==> config.mk <==
export PLATFORM = sky130hd
export DESIGN_NAME = project1
export DESIGN_NICKNAME = d
export VERILOG_FILES = /design/src/rtl/project1.sv
export SDC_FILE = /design/constraint.sdc
export NUM_CORES = 1
export LEC_CHECK = 0
export CAP_MARGIN = 20
export CORE_MARGIN = 2
export CORE_UTILIZATION = 45
export CTS_CLUSTER_SIZE = 24
export DETAILED_ROUTE_END_ITERATION = 12
export HOLD_SLACK_MARGIN = 0.1
export RECOVER_POWER = 100
export SLEW_MARGIN = 20
export SYNTH_ARGS = -nofsm -noshare
export SYNTH_HDL_FRONTEND = slang
export SYNTH_SLANG_ARGS = --single-unit
==> constraint.sdc <==
create_clock -name clk -period 3 [get_ports clk]
set_input_delay 0.45 -clock clk [delete_from_list [all_inputs] [get_ports clk]]
set_output_delay 0.45 -clock clk [all_outputs]
set_load 0.02 [all_outputs]
==> src/rtl/project1.sv <==
// -----------------------------------------------------------------------------
// project1 -- four-entry pattern store with timed playback.
//
// Software loads entries by raising the write strobe with a one-hot-style
// entry select and a data nibble. A rising edge on the start input plays
// entries 0..3 on the output. Each entry is held for HOLD_CYCLES clocks, and
// the output then returns to 0.
//
// Ports:
//   clk    in   1       system clock, rising edge
//   rst_n  in   1       asynchronous active-low reset (clears all state)
//   partA  in   4       entry select, bit i enables write of entry i
//   partB  in   DATA_W  write data
//   partC  in   1       write strobe, level-sensitive, active-high
//   partD  in   1       playback start, rising-edge detected
//   partE  out  DATA_W  registered playback output
//
// Parameters:
//   HOLD_CYCLES  clocks each entry is shown during playback (1..65535)
//   DATA_W       entry width
//
// Optional build macro: PROJECT1_LOOP_EN
//   When defined, playback wraps from entry 3 back to entry 0 and runs until
//   another start edge stops it. When undefined, playback makes a single pass
//   and start edges during playback are ignored.
// -----------------------------------------------------------------------------
module project1 #(
  parameter int HOLD_CYCLES = 50,
  parameter int DATA_W      = 4
) (
  input  logic              clk,
  input  logic              rst_n,
  input  logic [3:0]        partA,
  input  logic [DATA_W-1:0] partB,
  input  logic              partC,
  input  logic              partD,
  output logic [DATA_W-1:0] partE
);

  localparam int CNT_W = 16;
  localparam logic [CNT_W-1:0] LAST_CNT = CNT_W'(HOLD_CYCLES - 1);

  typedef enum logic {IDLE, PLAY} state_t;

  state_t            state, stateNext;
  logic [CNT_W-1:0]  holdCnt, holdCntNext;
  logic [1:0]        idx, idxNext;
  logic [DATA_W-1:0] outNext;
  logic [DATA_W-1:0] mem [4];
  logic [DATA_W-1:0] memNext [4];
  logic              partDQ;
  logic              start;
  logic [1:0]        idxInc;

  assign start  = partD & ~partDQ;
  assign idxInc = idx + 2'd1;

  always_ff @(posedge clk or negedge rst_n) begin
    if (!rst_n) begin
      state   <= IDLE;
      holdCnt <= '0;
      idx     <= '0;
      partE   <= '0;
      partDQ  <= 1'b0;
      for (int i = 0; i < 4; i++) mem[i] <= '0;
    end else begin
      state   <= stateNext;
      holdCnt <= holdCntNext;
      idx     <= idxNext;
      partE   <= outNext;
      partDQ  <= partD;
      for (int i = 0; i < 4; i++) mem[i] <= memNext[i];
    end
  end

  always_comb begin
    stateNext   = state;
    holdCntNext = holdCnt;
    idxNext     = idx;
    outNext     = partE;
    for (int i = 0; i < 4; i++) memNext[i] = mem[i];

    case (state)
      IDLE: begin
        outNext = '0;
        // Writes are only accepted while idle, so mem is frozen during playback.
        if (partC) begin
          for (int i = 0; i < 4; i++)
            if (partA[i]) memNext[i] = partB;
        end
        if (start) begin
          stateNext   = PLAY;
          idxNext     = 2'd0;
          holdCntNext = '0;
          // Use the post-write value so a same-edge write to entry 0 is shown.
          outNext     = memNext[0];
        end
      end

      PLAY: begin
`ifdef PROJECT1_LOOP_EN
        if (start) begin
          stateNext   = IDLE;
          idxNext     = 2'd0;
          holdCntNext = '0;
          outNext     = '0;
        end else
`endif
        if (holdCnt == LAST_CNT) begin
          holdCntNext = '0;
          if (idx != 2'd3) begin
            idxNext = idxInc;
            outNext = mem[idxInc];
          end else begin
`ifdef PROJECT1_LOOP_EN
            idxNext = 2'd0;
            outNext = mem[0];
`else
            idxNext   = 2'd0;
            outNext   = '0;
            stateNext = IDLE;
`endif
          end
        end else begin
          holdCntNext = holdCnt + 16'd1;
        end
      end

      default: begin
        stateNext = IDLE;
        outNext   = '0;
      end
    endcase
  end

endmodule

==> results.md <==
- Multi-input logic area: 1000 sq um
- Reg2Reg Depth: 6
- Worst EP arrival: 2.59 ns
- FMAX: 0.415 GHz
- Clk pwr share: between 40% and 50%
- Worst Tran Pin Value: 2.07 ns
- PnR worst setup slack: just under 0.6 ns
- Worst Setup End Kind: flip-flop
- R2r startpoint: holdCnt[1]$_DFFE_PN0P_
- Area Growth Syn to Fin: 13.4%
- VDD IR max: 0.218 mV
- Filler instances: 399
- Register area: 1000 sq um
- Grt ovf: 0
- # DRC: 0
- Largest net degree at the start of global routing: 41
- Hold EP: holdCnt[6]$_DFFE_PN0P_
- Max Cap Viol: 1
- R2R Setup Slk: 0.59 ns
- Vias per cell: around 6
- Critical Path Fanout Max: 26
- Seq/Total Area, Yosys: about half
- Die ar.: 5150 sq um
- CTS Buf Count: 5
- P per Cell Area: between 400 and 500 nW/um^2
- Post-route minimum period: 2.41 ns
- # nets final: about 210
- Critical path type: flip-flop to flip-flop
- Vias in the first global route: 1,498
- First-pass DRT Iterations: 5
- Post-Syn Area per Cell: between 10 and 15 sq um
- Yosys warnings: 0
- Worst slew margin: -37.9%
- Asr flop ratio synth: 100%
- Final count of hold timing violations: 0
- GPL Wtd Cong: between 0.7 and 0.8
- Clk pin slew, worst setup/hold paths: 0.08 ns
- Outcome: finished with violations
- Share of cells above drive strength 1: 18.5%
- CTS Buffer Depth: 2
- RSZ-0062 raised after global routing: false
- Final worst path period share: 80.3%
- Commonest cells after routing, fill and taps aside: dfrtp_1 (40), mux2_2 (20), nor2_1 (15), nand2_1 (12)
- Syn Std Cell Area: 2060 sq um
- Initial core utilization: 47.1%
- Comb power frac: 4.2%
- Flops & latches, synth: 40
- Final ANT Viol Nets: 0
- CTS tree: done
- Initial DRC count: 58
- Max-slew violations: roughly 40
- IO Port Bufs: 15
- Fin Setup TNS: 0 ns
- Part of the power in registers: 53.6%
- Final core occ: 53.4%
- Post-synth cell types: 43
- DP Worst Slack: 0.693 ns
- Number of synthesized flops with an enable pin: 0
- Site Rows: 24
- Worst R2R End: holdCnt[3]$_DFFE_PN0P_
- Global-route wire length before repair: 7.32 mm
- CP required: around 3.2 ns
- Antenna violations before repair: 0
- Internal: just over 0.8 mW
- Synthesized instance count: 185
- Vias post-DR: 1,515
- Die X: 71.7 um
- Cts repair resizes: 0
- Failing checks: max-capacitance violations, max-slew violations
- Syn nets: 200
- Setup Skew: 0.00654 ns
- Root buffer cell: clkbuf_8
- Antenna diodes: 0
- Setup violators final: 0
- GRT Overall Usage: 18.7%
- Nature of the critical path startpoint: flip-flop
- Die height: 71.7 um
- Worst skew pair latency: 0.29 ns
- Class of the worst hold path: flip-flop to flip-flop
- Top-Level Pins: 16
- Pleak: 1.06 nW
- Mean routed wirelength per cell: ~17 um
- DRT Wirelength: around 4.2 mm
- Hold Buf Count CTS: 0
- Switching Power: 0.213 mW
- HPWL Detailed: around 3.0 mm
- Hold path startpoint: holdCnt[6]$_DFFE_PN0P_
- Clock sink count: 40
- Htree depth: 2
- Commonest non-fill, non-tap cell in the layout: dfrtp_1
- Total power: 1.03 mW
- Hold depth: 1
- Main synth FF type: dfrtp_1
- Core area: 4380 sq um
- Postcts setup bufs: 0
- Sw frac: between 20% and 30%
sequential cells by signal, summed over array words and instances, names as in the netlist:
| signal | cells |
|---|---|
| state | 1 |
| idx | 2 |
| partDQ | 1 |
| partE | 4 |
| mem | 16 |
| holdCnt | 16 |
layer usage:
layer	part of all wire, %	wire length (um)	track usage, %
met5	0	0	0
met4	1.5	65	6.71
met3	4.7	200	5.20
met2	50	2100	30.8
met1	44	1840	23.6
cell families after synthesis:
group           synth area share, %
fa+ha+maj                      1.82
simple gates                   17.2
buf+inv                        3.03
compound gates                 13.3
mux                            16.2
flops                          48.5
synth_stat cells (2+ instances only):
cell | n | area, sq um
a21o_1 | 2 | 15.0
a21oi_1 | 8 | 40.0
a221oi_1 | 4 | 35.0
a31oi_1 | 8 | 50.1
clkbuf_1 | 4 | 15.0
dfrtp_1 | 40 | 1000
ha_1 | 3 | 37.5
inv_1 | 4 | 15.0
mux2_2 | 20 | 225
mux2i_1 | 2 | 20.0
mux4_2 | 4 | 90.1
nand2_1 | 12 | 45.0
nand2b_1 | 2 | 12.5
nand3_1 | 7 | 35.0
nand3b_1 | 2 | 15.0
nand4_1 | 4 | 25.0
nor2_1 | 15 | 56.3
nor3_1 | 7 | 35.0
nor4_1 | 2 | 12.5
nor4_4 | 2 | 42.5
o21ai_0 | 8 | 40.0
or2b_1 | 4 | 30.0
metrics by stage:
stage | instances | hold WS, ns | area, sq um
6_report | 252 | 0.503 | 2340
5_1_grt | 252 | 0.525 | 2340
4_1_cts | 252 | 0.301 | 2340
3_5_place_dp | 244 | 0.493 | 2230
3_3_place_gp | 244 | 0.482 | 2230
2_1_floorplan | 185 | 0.154 | 2060
power by group through the flow:
stage	combinational [mW]	sequential (mW)	clock, mW
6_report	0.0430	0.551	0.433
5_1_grt	0.0483	0.552	0.469
4_1_cts	0.0458	0.551	0.442
3_5_place_dp	0.0455	0.562	0
3_3_place_gp	0.0446	0.561	0
2_1_floorplan	0.0118	0.562	0
how the worst max path moves through the flow:
stage | endpoint | slack (ns) | start
after floorplan | partE[0]$_DFFE_PN0P_ | 1.12 | idx[1]$_DFFE_PN0P_
after global placement | holdCnt[3]$_DFFE_PN0P_ | 0.77 | holdCnt[1]$_DFFE_PN0P_
after detailed placement | holdCnt[3]$_DFFE_PN0P_ | 0.69 | holdCnt[1]$_DFFE_PN0P_
after CTS | holdCnt[3]$_DFFE_PN0P_ | 0.65 | holdCnt[1]$_DFFE_PN0P_
after global routing | holdCnt[3]$_DFFE_PN0P_ | 0.33 | holdCnt[1]$_DFFE_PN0P_
final | holdCnt[3]$_DFFE_PN0P_ | 0.59 | holdCnt[1]$_DFFE_PN0P_
critical path, cell delays in order, from the launching register on:
cell     delay [ns]
dfrtp_1        0.41
inv_1          0.09
ha_1           0.14
nor3b_1        0.37
a41oi_2        0.64
and3_1         0.42
a211o_1        0.22
final cells by class:
type / instances / share of cell area (%)
clock inverters: 3 / 1.82
repair buffers: 15 / 6.15
multi-input cells: 132 / 42.8
clock buffers: 5 / 2.94
inverters: 5 / 0.802
flip-flops and latches: 40 / 42.8
well taps: 52 / 2.78
Note: power is estimated with default switching activity, not from simulation.
